--- config.mk ---
export PLATFORM = sky130hd
export DESIGN_NAME = ram_copy_engine_flat
export DESIGN_NICKNAME = d
export VERILOG_FILES = /design/src/rtl/ram_copy_engine_if.sv /design/src/rtl/ram_copy_engine.sv /design/src/flat_wrapper.sv
export SDC_FILE = /design/constraint.sdc
export NUM_CORES = 1
export LEC_CHECK = 0
export CAP_MARGIN = 5
export CORE_MARGIN = 4
export CORE_UTILIZATION = 45
export CTS_BUF_LIST = sky130_fd_sc_hd__clkbuf_16
export CTS_CLUSTER_SIZE = 10
export DETAILED_ROUTE_END_ITERATION = 10
export GPL_TIMING_DRIVEN = 1
export PLACE_DENSITY_LB_ADDON = 0.3
export SLEW_MARGIN = 20
export SYNTH_ARGS = -nofsm -noshare
export SYNTH_HDL_FRONTEND = slang
export SYNTH_SLANG_ARGS = --single-unit
--- constraint.sdc ---
create_clock -name clk -period 8.3 [get_ports clk]
set_input_delay 2.075 -clock clk [delete_from_list [all_inputs] [get_ports clk]]
set_output_delay 2.075 -clock clk [all_outputs]
set_load 0.01 [all_outputs]
--- src/rtl/ram_copy_engine_if.sv ---
// Bundles the command handshake and both RAM ports of ram_copy_engine.
// master: the copy engine. slave: the controller plus the attached RAM.
interface ram_copy_engine_if #(
  parameter int WIDTH = 32
);
  // Command side
  logic             start;
  logic             mode;
  logic [31:0]      src_addr;
  logic [31:0]      dst_addr;
  logic [31:0]      count;
  logic [WIDTH-1:0] fill_value;
  logic             busy;
  logic             done;
  logic             error;
  // RAM port A (read only)
  logic             ram_we;
  logic             ram_oe;
  logic [31:0]      ram_address;
  logic [WIDTH-1:0] ram_din;
  logic [WIDTH-1:0] ram_dout;
  // RAM port B (write only)
  logic             ram_we_b;
  logic             ram_oe_b;
  logic [31:0]      ram_address_b;
  logic [WIDTH-1:0] ram_din_b;
  logic [31:0]      ram_length;

  modport master (
    input  start, mode, src_addr, dst_addr, count, fill_value, ram_dout, ram_length,
    output busy, done, error, ram_we, ram_oe, ram_address, ram_din,
           ram_we_b, ram_oe_b, ram_address_b, ram_din_b
  );

  modport slave (
    output start, mode, src_addr, dst_addr, count, fill_value, ram_dout, ram_length,
    input  busy, done, error, ram_we, ram_oe, ram_address, ram_din,
           ram_we_b, ram_oe_b, ram_address_b, ram_din_b
  );
endinterface

--- src/rtl/ram_copy_engine.sv ---
// Block fill / memmove-correct block copy sequencer for one dual-port RAM.
// Port A only reads, port B only writes; one word per clock in both modes.
// Copy runs descending when the destination overlaps above the source so
// that every source word is read before it is overwritten.
module ram_copy_engine #(
  parameter int DEPTH = 10,
  parameter int WIDTH = 32
) (
  input  logic clk,
  input  logic reset,
  ram_copy_engine_if.master bus
);

  typedef enum logic [2:0] {IDLE, COPY, DRAIN, FILL, FIN} state_t;

  // Never let ram_length claim more words than the attached RAM decodes.
  localparam logic [32:0] WORDS = 33'd1 << DEPTH;

  state_t           state_q, state_d;
  logic             busy_q, busy_d, done_q, done_d, error_q, error_d;
  logic             oe_q, oe_d, we_b_q, we_b_d;
  logic [31:0]      addr_q, addr_d, addr_b_q, addr_b_d;
  logic [31:0]      src_ptr_q, src_ptr_d, dst_ptr_q, dst_ptr_d;
  logic [31:0]      left_q, left_d;
  logic             down_q, down_d;
  logic [WIDTH-1:0] fill_q, fill_d;

  logic [32:0] limit, src_end, dst_end;
  logic        bad_range, overlap_down;
  logic [31:0] cnt_m1;

  function automatic logic [31:0] step(input logic [31:0] p, input logic down);
    return down ? p - 32'd1 : p + 32'd1;
  endfunction

  // Command decode on the raw inputs; only consulted on the accepting edge.
  always_comb begin
    limit        = ({1'b0, bus.ram_length} > WORDS) ? WORDS : {1'b0, bus.ram_length};
    src_end      = {1'b0, bus.src_addr} + {1'b0, bus.count};
    dst_end      = {1'b0, bus.dst_addr} + {1'b0, bus.count};
    bad_range    = (dst_end > limit) || (!bus.mode && (src_end > limit));
    overlap_down = (bus.dst_addr > bus.src_addr) && ({1'b0, bus.dst_addr} < src_end);
    cnt_m1       = bus.count - 32'd1;
  end

  // Next state and next value of every registered output.
  always_comb begin
    // NOTE: every variable gets a default before the case so no path leaves
    // it unassigned; a missing default here would infer a latch.
    state_d   = state_q;
    busy_d    = 1'b0;
    done_d    = 1'b0;
    error_d   = 1'b0;
    oe_d      = 1'b0;
    we_b_d    = 1'b0;
    addr_d    = addr_q;
    addr_b_d  = addr_b_q;
    src_ptr_d = src_ptr_q;
    dst_ptr_d = dst_ptr_q;
    left_d    = left_q;
    down_d    = down_q;
    fill_d    = fill_q;

    unique case (state_q)
      IDLE: begin
        if (bus.start) begin
          if (bad_range) begin
            error_d = 1'b1;
          end else if (bus.count == 32'd0) begin
            done_d = 1'b1;
          end else if (bus.mode) begin
            // Fill: first write goes out on the very next clock.
            we_b_d    = 1'b1;
            addr_b_d  = bus.dst_addr;
            dst_ptr_d = bus.dst_addr + 32'd1;
            left_d    = cnt_m1;
            fill_d    = bus.fill_value;
            down_d    = 1'b0;
            busy_d    = 1'b1;
            state_d   = FILL;
          end else begin
            // Copy: first read goes out now, its write follows one clock later.
            down_d    = overlap_down;
            addr_d    = overlap_down ? bus.src_addr + cnt_m1 : bus.src_addr;
            src_ptr_d = step(addr_d, overlap_down);
            dst_ptr_d = overlap_down ? bus.dst_addr + cnt_m1 : bus.dst_addr;
            oe_d      = 1'b1;
            left_d    = cnt_m1;
            busy_d    = 1'b1;
            state_d   = COPY;
          end
        end
      end
      COPY: begin
        busy_d    = 1'b1;
        we_b_d    = 1'b1;
        addr_b_d  = dst_ptr_q;
        dst_ptr_d = step(dst_ptr_q, down_q);
        if (left_q != 32'd0) begin
          oe_d      = 1'b1;
          addr_d    = src_ptr_q;
          src_ptr_d = step(src_ptr_q, down_q);
          left_d    = left_q - 32'd1;
        end else begin
          state_d = DRAIN;
        end
      end
      DRAIN: begin
        done_d  = 1'b1;
        state_d = FIN;
      end
      FILL: begin
        if (left_q != 32'd0) begin
          busy_d    = 1'b1;
          we_b_d    = 1'b1;
          addr_b_d  = dst_ptr_q;
          dst_ptr_d = dst_ptr_q + 32'd1;
          left_d    = left_q - 32'd1;
        end else begin
          done_d  = 1'b1;
          state_d = FIN;
        end
      end
      FIN:     state_d = IDLE;
      default: state_d = IDLE;
    endcase
  end

  // State and output registers; reset drops any transfer and every strobe.
  always_ff @(posedge clk or posedge reset) begin
    if (reset) begin
      state_q   <= IDLE;
      busy_q    <= 1'b0;
      done_q    <= 1'b0;
      error_q   <= 1'b0;
      oe_q      <= 1'b0;
      we_b_q    <= 1'b0;
      addr_q    <= '0;
      addr_b_q  <= '0;
      src_ptr_q <= '0;
      dst_ptr_q <= '0;
      left_q    <= '0;
      down_q    <= 1'b0;
      fill_q    <= '0;
    end else begin
      // NOTE: non-blocking assignments so every register samples the
      // pre-edge values, independent of statement order.
      state_q   <= state_d;
      busy_q    <= busy_d;
      done_q    <= done_d;
      error_q   <= error_d;
      oe_q      <= oe_d;
      we_b_q    <= we_b_d;
      addr_q    <= addr_d;
      addr_b_q  <= addr_b_d;
      src_ptr_q <= src_ptr_d;
      dst_ptr_q <= dst_ptr_d;
      left_q    <= left_d;
      down_q    <= down_d;
      fill_q    <= fill_d;
    end
  end

  assign bus.busy          = busy_q;
  assign bus.done          = done_q;
  assign bus.error         = error_q;
  assign bus.ram_we        = 1'b0;
  assign bus.ram_oe        = oe_q;
  assign bus.ram_address   = addr_q;
  assign bus.ram_din       = '0;
  assign bus.ram_we_b      = we_b_q;
  assign bus.ram_oe_b      = 1'b0;
  assign bus.ram_address_b = addr_b_q;
  // Copy data passes straight from port A to port B to hold 1 word/clk.
  assign bus.ram_din_b     = (state_q == COPY || state_q == DRAIN) ? bus.ram_dout : fill_q;

endmodule

--- src/flat_wrapper.sv ---
// flat-port wrapper written by rule: the top's interface ports become plain ports
module ram_copy_engine_flat 
#(
  parameter int DEPTH = 10,
  parameter int WIDTH = 32
)
  (clk, reset, bus_start, bus_mode, bus_src_addr, bus_dst_addr, bus_count, bus_fill_value, bus_ram_dout, bus_ram_length, bus_busy, bus_done, bus_error, bus_ram_we, bus_ram_oe, bus_ram_address, bus_ram_din, bus_ram_we_b, bus_ram_oe_b, bus_ram_address_b, bus_ram_din_b);
  ram_copy_engine_if #(.WIDTH(WIDTH)) bus_i ();
  input  logic clk;
  input  logic reset;
  input wire logic [$bits(bus_i.start)-1:0] bus_start;
  input wire logic [$bits(bus_i.mode)-1:0] bus_mode;
  input wire logic [$bits(bus_i.src_addr)-1:0] bus_src_addr;
  input wire logic [$bits(bus_i.dst_addr)-1:0] bus_dst_addr;
  input wire logic [$bits(bus_i.count)-1:0] bus_count;
  input wire logic [$bits(bus_i.fill_value)-1:0] bus_fill_value;
  input wire logic [$bits(bus_i.ram_dout)-1:0] bus_ram_dout;
  input wire logic [$bits(bus_i.ram_length)-1:0] bus_ram_length;
  output wire logic [$bits(bus_i.busy)-1:0] bus_busy;
  output wire logic [$bits(bus_i.done)-1:0] bus_done;
  output wire logic [$bits(bus_i.error)-1:0] bus_error;
  output wire logic [$bits(bus_i.ram_we)-1:0] bus_ram_we;
  output wire logic [$bits(bus_i.ram_oe)-1:0] bus_ram_oe;
  output wire logic [$bits(bus_i.ram_address)-1:0] bus_ram_address;
  output wire logic [$bits(bus_i.ram_din)-1:0] bus_ram_din;
  output wire logic [$bits(bus_i.ram_we_b)-1:0] bus_ram_we_b;
  output wire logic [$bits(bus_i.ram_oe_b)-1:0] bus_ram_oe_b;
  output wire logic [$bits(bus_i.ram_address_b)-1:0] bus_ram_address_b;
  output wire logic [$bits(bus_i.ram_din_b)-1:0] bus_ram_din_b;
  assign bus_i.start = bus_start;
  assign bus_i.mode = bus_mode;
  assign bus_i.src_addr = bus_src_addr;
  assign bus_i.dst_addr = bus_dst_addr;
  assign bus_i.count = bus_count;
  assign bus_i.fill_value = bus_fill_value;
  assign bus_i.ram_dout = bus_ram_dout;
  assign bus_i.ram_length = bus_ram_length;
  assign bus_busy = bus_i.busy;
  assign bus_done = bus_i.done;
  assign bus_error = bus_i.error;
  assign bus_ram_we = bus_i.ram_we;
  assign bus_ram_oe = bus_i.ram_oe;
  assign bus_ram_address = bus_i.ram_address;
  assign bus_ram_din = bus_i.ram_din;
  assign bus_ram_we_b = bus_i.ram_we_b;
  assign bus_ram_oe_b = bus_i.ram_oe_b;
  assign bus_ram_address_b = bus_i.ram_address_b;
  assign bus_ram_din_b = bus_i.ram_din_b;
  ram_copy_engine #(.DEPTH(DEPTH), .WIDTH(WIDTH)) u_core (.clk(clk), .reset(reset), .bus(bus_i));
endmodule
==> impl_metrics.json, run 1 <==
{
  "status": "finished, violations left",
  "violations": "setup timing",
  "drv_slew": 0,
  "max_stage_delay_ns": 0.40,
  "ys_ff_latch": 201,
  "syn_area_sq_um": 24900,
  "antenna_found_initial": 2,
  "dieHeight_um": 243,
  "crit_path_end_kind": "register",
  "grt_pass1_vias": 26596,
  "io_pins": 331,
  "clock_power_share_pct": 17.8,
  "gp_congestion": 0.990,
  "wl_per_cell_um": 20.1,
  "cts_hold_buf": 0,
  "netSwitchingFraction_pct": 40.2,
  "core_sq_um": 54300,
  "crit_required_ns": 8.72,
  "seqPwrFrac_pct": 24.1,
  "dpl.hpwl_um": 72500,
  "finalSetupViolCount": 60,
  "grt_max_degree": 89,
  "root_buffer": "clkbuf_16",
  "post_dp_cell_area_sq_um": 31900,
  "ys_seq_area_share_pct": 20.2,
  "num-nets-final": 4550,
  "max_cap_viol_count": 0,
  "cellPowerDensity_nw_per_um2": 160,
  "viasPerCell": 5.91,
  "cp_top_family": "compound AO/OA/AOI/OAI gates",
  "synth_common_cells": "345 x nand2_1, 317 x nor2_1, 312 x a21oi_1, 295 x ha_1, 239 x o21ai_0",
  "ys_warn_count": 0,
  "rows": 85,
  "yosysMostFrequentCell": "nand2_1",
  "skew_ns": 0.0183,
  "clockBufferDepth": 3,
  "maxSlewHeadroom_pct": 31.5,
  "hold_path_startpoint": "u_core.bus.ram_address[16]",
  "area_growth_pct": 38.9,
  "syn_area_per_cell_sq_um": 7.57,
  "drt_wl_total_um": 96300,
  "cpMaxStageDelayCell": "a221o_1",
  "combPwrFrac_pct": 58.0,
  "p_int_mw": 3.30,
  "grt_usage_pct": 30.2,
  "insertion_delay_ns": 0.55,
  "timing.critical_path.from": "bus_count[3]",
  "max_slew.worst_pin.slew_ns": 1.03,
  "overflow": 0,
  "period_minus_slack_ns": 9.68,
  "ant_nets": 0,
  "fin_ws_ns": -1.38,
  "drt_iter0_drc": 2819,
  "synth_edf_count": 0,
  "crit_buf_inv": 23,
  "path_clk_slew_ns": 0.05,
  "fin_crit_sh_pct": 117,
  "critPathLaunchType": "primary input",
  "design_area_sq_um": 34600,
  "cellLeakagePower_nw": 15.6,
  "criticalPathCategory": "in2reg",
  "min_path_type": "reg2reg",
  "hold_ws_ns": 0.482,
  "fp.dieW_um": 243,
  "cts_max_level": 1,
  "critPathMaxFanout": 3,
  "final_core_util_pct": 63.7,
  "yosys.cell_types.count": 84,
  "cts_sinks": 201,
  "synth_flop_cell": "dfrtp_1",
  "finalHoldViolations": 0,
  "rsz0062_at_grt": "yes",
  "die-area_sq_um": 59200,
  "fmax_mhz": 103,
  "grt_pass1_wl_um": 145000,
  "initial_core_util_pct": 45.9,
  "cpMostUsedCell": "buf_4",
  "drc_errors": 0,
  "synthTopCellsByArea": "dfrtp_1 20%, ha_1 15%, a21oi_1 6.3%",
  "switchingPower_mw": 2.22,
  "drive_gt1_share_pct": 20.9,
  "crit-reg2reg-launch": "u_core.down_q",
  "cts_tree": "yes",
  "arrival_ns": 10.10,
  "yosys.area.top_type_share_pct": 20.2,
  "vias": 28370,
  "yosys.area.top_type": "dfrtp_1",
  "port_buffers": 296,
  "synthesis.instances": 3290,
  "drt-pass1-iter-count": 6,
  "vdd_drop_max_v": 0.000113,
  "numCtsBuffers": 25,
  "async_flop_share_pct": 100
}
## power by group through the flow
stage	registers, mW	logic (mW)	clock network, mW
finish	1.33	3.21	0.986
global route	1.36	3.50	1.04
CTS	1.33	3.02	1.00
detailed placement	1.34	2.85	0
global placement	1.34	2.81	0
floorplan	1.31	1.79	0
## path summary, 6_finish.rpt
kind,slack (ns),cells after the start,end
min reg2reg,0.48,2,u_core.bus.ram_address[16]
max in group asynchronous,4.92,3,u_core.dst_ptr_q[4]
min in group asynchronous,2.02,2,u_core.fill_q[10]
max reg2reg,3.39,19,u_core.src_ptr_q[30]
max,-1.38,51,u_core.src_ptr_q[24]
min,0.48,2,u_core.bus.ram_address[16]
## flip-flops by register name (all words and copies together) (netlist names)
| signal | cells |
|---|---|
| u_core.fill_q | 32 |
| u_core.bus.ram_we_b | 1 |
| u_core.down_q | 1 |
| u_core.bus.error | 1 |
| u_core.dst_ptr_q | 32 |
| u_core.bus.ram_address | 32 |
| u_core.bus.done | 1 |
| u_core.bus.busy | 1 |
| u_core.src_ptr_q | 32 |
| u_core.bus.ram_oe | 1 |
| u_core.bus.ram_address_b | 32 |
| u_core.left_q | 32 |
| u_core.state_q | 3 |
## kinds of logic (layout without fill, tap and decap cells)
logic type | after synthesis | in the layout | share of synthesized area, %
and+or+nand+nor | 1136 | 1136 | 21.2
AOI/OAI and AO/OA | 1039 | 1039 | 26.4
adders and majority gates | 301 | 301 | 15.3
buffers and inverters | 300 | 997 | 5.20
xor gates and xnor gates | 224 | 224 | 7.87
DFF | 201 | 201 | 20.2
muxes | 87 | 87 | 3.84
other | 2 | 76 | 0.0301
## cell type report
cell class / instances / area (sq um)
diodes: 1 / 2.50
fillers: 4613 / 19700
repair buffers: 841 / 7520
clock buffers: 25 / 626
well taps: 739 / 925
clock inverters: 9 / 63.8
flip-flops and latches: 201 / 5030
inverters: 122 / 483
multi-input cells: 2862 / 20000
## what timing repair did
item	in CTS	in global routing
cloned	5	8
buffers inserted	74	33
gates resized for setup	175	142
pin swaps	95	114
hold endpoints to repair	0	0
endpoints found under the setup margin	198	199
## cells in the final DEF (no fill, tap or decap), types with 88 or more instances in the layout
cell type / n
buf_4: 481
nand2_1: 337
nor2_1: 306
a21oi_1: 281
ha_1: 273
clkdlybuf4s50_1: 267
o21ai_0: 207
dfrtp_1: 201
xnor2_1: 132
inv_1: 117
nor3_1: 93
a21o_1: 88
## through the flow
stage / setup WS (ns) / power, mW / setup TNS [ns] / instances
2_1_floorplan: -1.76 / 3.11 / -26.51 / 3363
3_3_place_gp: -2.16 / 4.15 / -218.91 / 4665
3_5_place_dp: -2.27 / 4.19 / -226.42 / 4665
4_1_cts: -1.13 / 5.35 / -17.76 / 4776
5_1_grt: -1.65 / 5.90 / -43.37 / 4799
6_report: -1.38 / 5.53 / -23.37 / 4800
## worst register-to-register path: stages (launching register included)
cell and delay (ns):
dfrtp_1 0.45, buf_4 0.29, inv_1 0.36, fa_1 0.29, nor2b_1 0.08, o31a_1 0.28
o311ai_0 0.54, a21oi_1 0.26, o22ai_1 0.30, o211a_1 0.23, o311ai_0 0.18, a21o_1 0.24
a21o_1 0.19, a41o_1 0.25, o21ai_0 0.23, nand2b_1 0.09, a21oi_1 0.19, xnor2_1 0.14
nand2_1 0.07, a21oi_1 0.17
## layer usage
| layer | vias up | part of all wire (%) | GRT usage, % |
|---|---|---|---|
| met5 | - | 0 | 0 |
| met2 | 1288 | 45 | 49.3 |
| met3 | 303 | 9.1 | 5.30 |
| li1 | 13463 | - | - |
| met4 | 0 | 5.1 | 13.4 |
| met1 | 13316 | 40 | 39.4 |
No activity file was read; power rests on OpenSTA's default activity.
==> run 2, diff against run 1 <==
--- a/config.mk
+++ b/config.mk
@@ -8,11 +8,11 @@
 export CAP_MARGIN = 5
 export CORE_MARGIN = 4
 export CORE_UTILIZATION = 45
-export CTS_BUF_LIST = sky130_fd_sc_hd__clkbuf_16
 export CTS_CLUSTER_SIZE = 10
 export DETAILED_ROUTE_END_ITERATION = 10
 export GPL_TIMING_DRIVEN = 1
 export PLACE_DENSITY_LB_ADDON = 0.3
+export SKIP_CTS_REPAIR_TIMING = 1
 export SLEW_MARGIN = 20
 export SYNTH_ARGS = -nofsm -noshare
 export SYNTH_HDL_FRONTEND = slang
==> run 2 against run 1 <==
The run still ends with setup timing left. Sequential power barely moved. Total power shrank 1.3%. Sequential share of layout area rose by 0.21 points. Flip-flop and latch count did not move. Utilization decreased by 0.90 points. Setup slack better by 0.080 ns. Critical path depth decreased by 6. Critical path type unchanged.
==> impl_metrics.json, run 2 (synthesized netlist as in run 1, its figures left out) <==
{
  "status": "finished, violations left",
  "violations": "setup timing",
  "path_clk_slew_ns": 0.05,
  "max_slew.worst_pin.slew_ns": 0.999,
  "grt_pass1_vias": 25606,
  "skew_ns": 0.0230,
  "fmax_mhz": 104,
  "rsz0062_at_grt": "yes",
  "fin_ws_ns": -1.30,
  "fp.dieW_um": 243,
  "regArea_sq_um": 5030,
  "cellLeakagePower_nw": 15.4,
  "dieHeight_um": 243,
  "post_dp_cell_area_sq_um": 31900,
  "ant_nets": 0,
  "finalHoldViolations": 0,
  "cellPowerDensity_nw_per_um2": 160,
  "grt_usage_pct": 28.9,
  "multi_input_area_sq_um": 19800,
  "root_buffer": "clkbuf_16",
  "drt_wl_total_um": 94200,
  "min_path_type": "reg2reg",
  "io_pins": 331,
  "layout_commonest_cell": "buf_4",
  "grt_max_degree": 89,
  "reg2reg_depth": 19,
  "antenna_found_initial": 2,
  "num-nets-final": 4502,
  "port_buffers": 296,
  "insertion_delay_ns": 0.55,
  "gp_congestion": 0.990,
  "wl_per_cell_um": 19.8,
  "drive_gt1_share_pct": 19.7,
  "grt_pass1_wl_um": 139000,
  "crit_path_end_kind": "register",
  "drt_iter0_drc": 2620,
  "numCtsBuffers": 25,
  "period_minus_slack_ns": 9.60,
  "max_stage_delay_ns": 0.46,
  "criticalPathCategory": "in2reg",
  "place_ws_ns": -2.27,
  "cpMaxStageDelayCell": "a2111o_1",
  "initial_core_util_pct": 45.9,
  "rows": 85,
  "viasPerCell": 5.91,
  "min_delay_path_depth": 2,
  "vias": 28080,
  "crit_required_ns": 8.71,
  "critPathLaunchType": "primary input",
  "design_area_sq_um": 34100,
  "hold_ws_ns": 0.481,
  "core_sq_um": 54300,
  "critPathMaxFanout": 5,
  "area_growth_pct": 36.9,
  "drt-pass1-iter-count": 6,
  "total_power_mw": 5.45,
  "cts_tree": "yes",
  "clockBufferDepth": 3,
  "max_cap_viol_count": 0,
  "maxSlewHeadroom_pct": 33.2,
  "arrival_ns": 10.01,
  "cts_sinks": 201,
  "finalSetupViolCount": 28,
  "final_cell_mix": "447 x buf_4, 337 x nand2_1, 288 x a21oi_1",
  "die-area_sq_um": 59200,
  "drv_slew": 0,
  "vdd_drop_max_v": 0.000111,
  "drc_errors": 0,
  "cts_max_level": 1,
  "num-fill-cells": 4714,
  "fin_crit_sh_pct": 116,
  "overflow": 0,
  "cpMostUsedCell": "a21o_1",
  "dpl.hpwl_um": 72500
}
[run 2: through the flow]
step	cells	TNS, ns	utilization (%)
after CTS	4699	-117.66	60.0
after floorplan	3363	-26.51	-
final	4753	-20.46	62.8
after detailed placement	4665	-226.42	58.7
after global routing	4751	-39.33	62.8
after global placement	4665	-218.91	58.7
[run 2: path summary, 6_finish.rpt]
check	start	end	slack [ns]
worst min register to register	u_core.bus.ram_address[19]	u_core.bus.ram_address[19]	0.48
worst max-delay path	bus_count[1]	u_core.src_ptr_q[24]	-1.30
worst max register to register	u_core.down_q	u_core.src_ptr_q[30]	3.35
worst min-delay path	u_core.bus.ram_address[19]	u_core.bus.ram_address[19]	0.48
min in group asynchronous	reset	u_core.fill_q[10]	2.02
max in group asynchronous	reset	u_core.dst_ptr_q[4]	4.94
[run 2: metal layers]
| metal | GRT usage, % | wire length [um] |
|---|---|---|
| met1 | 38.3 | 39100 |
| met2 | 47.2 | 43100 |
| met3 | 4.99 | 7940 |
| met4 | 10.9 | 4130 |
| met5 | 0 | 0 |
[run 2: power breakdown]
group | internal, mW | switching (mW) | leakage, nW
sequential | 1.16 | 0.173 | 2.46
clock | 0.596 | 0.423 | 0.349
combinational | 1.52 | 1.58 | 12.6
[run 2: final cells by class]
class	count	area share [%]
sequential	201	14.7
multi-input combinational	2862	58.0
timing repair buffer	793	21.0
antenna	2	0.0147
tap	739	2.71
inverter	122	1.40
clock inverter	2	0.110
clock buffer	32	2.00
[run 2: worst max-delay path: cells and delay by family]
kind	cells	cell delay [ns]
buffers and inverters	5	0.53
adders and majority gates	3	0.81
and+or+nand+nor	11	1.58
AOI/OAI and AO/OA	23	4.61
xor gates and xnor gates	2	0.21
muxes	1	0.19
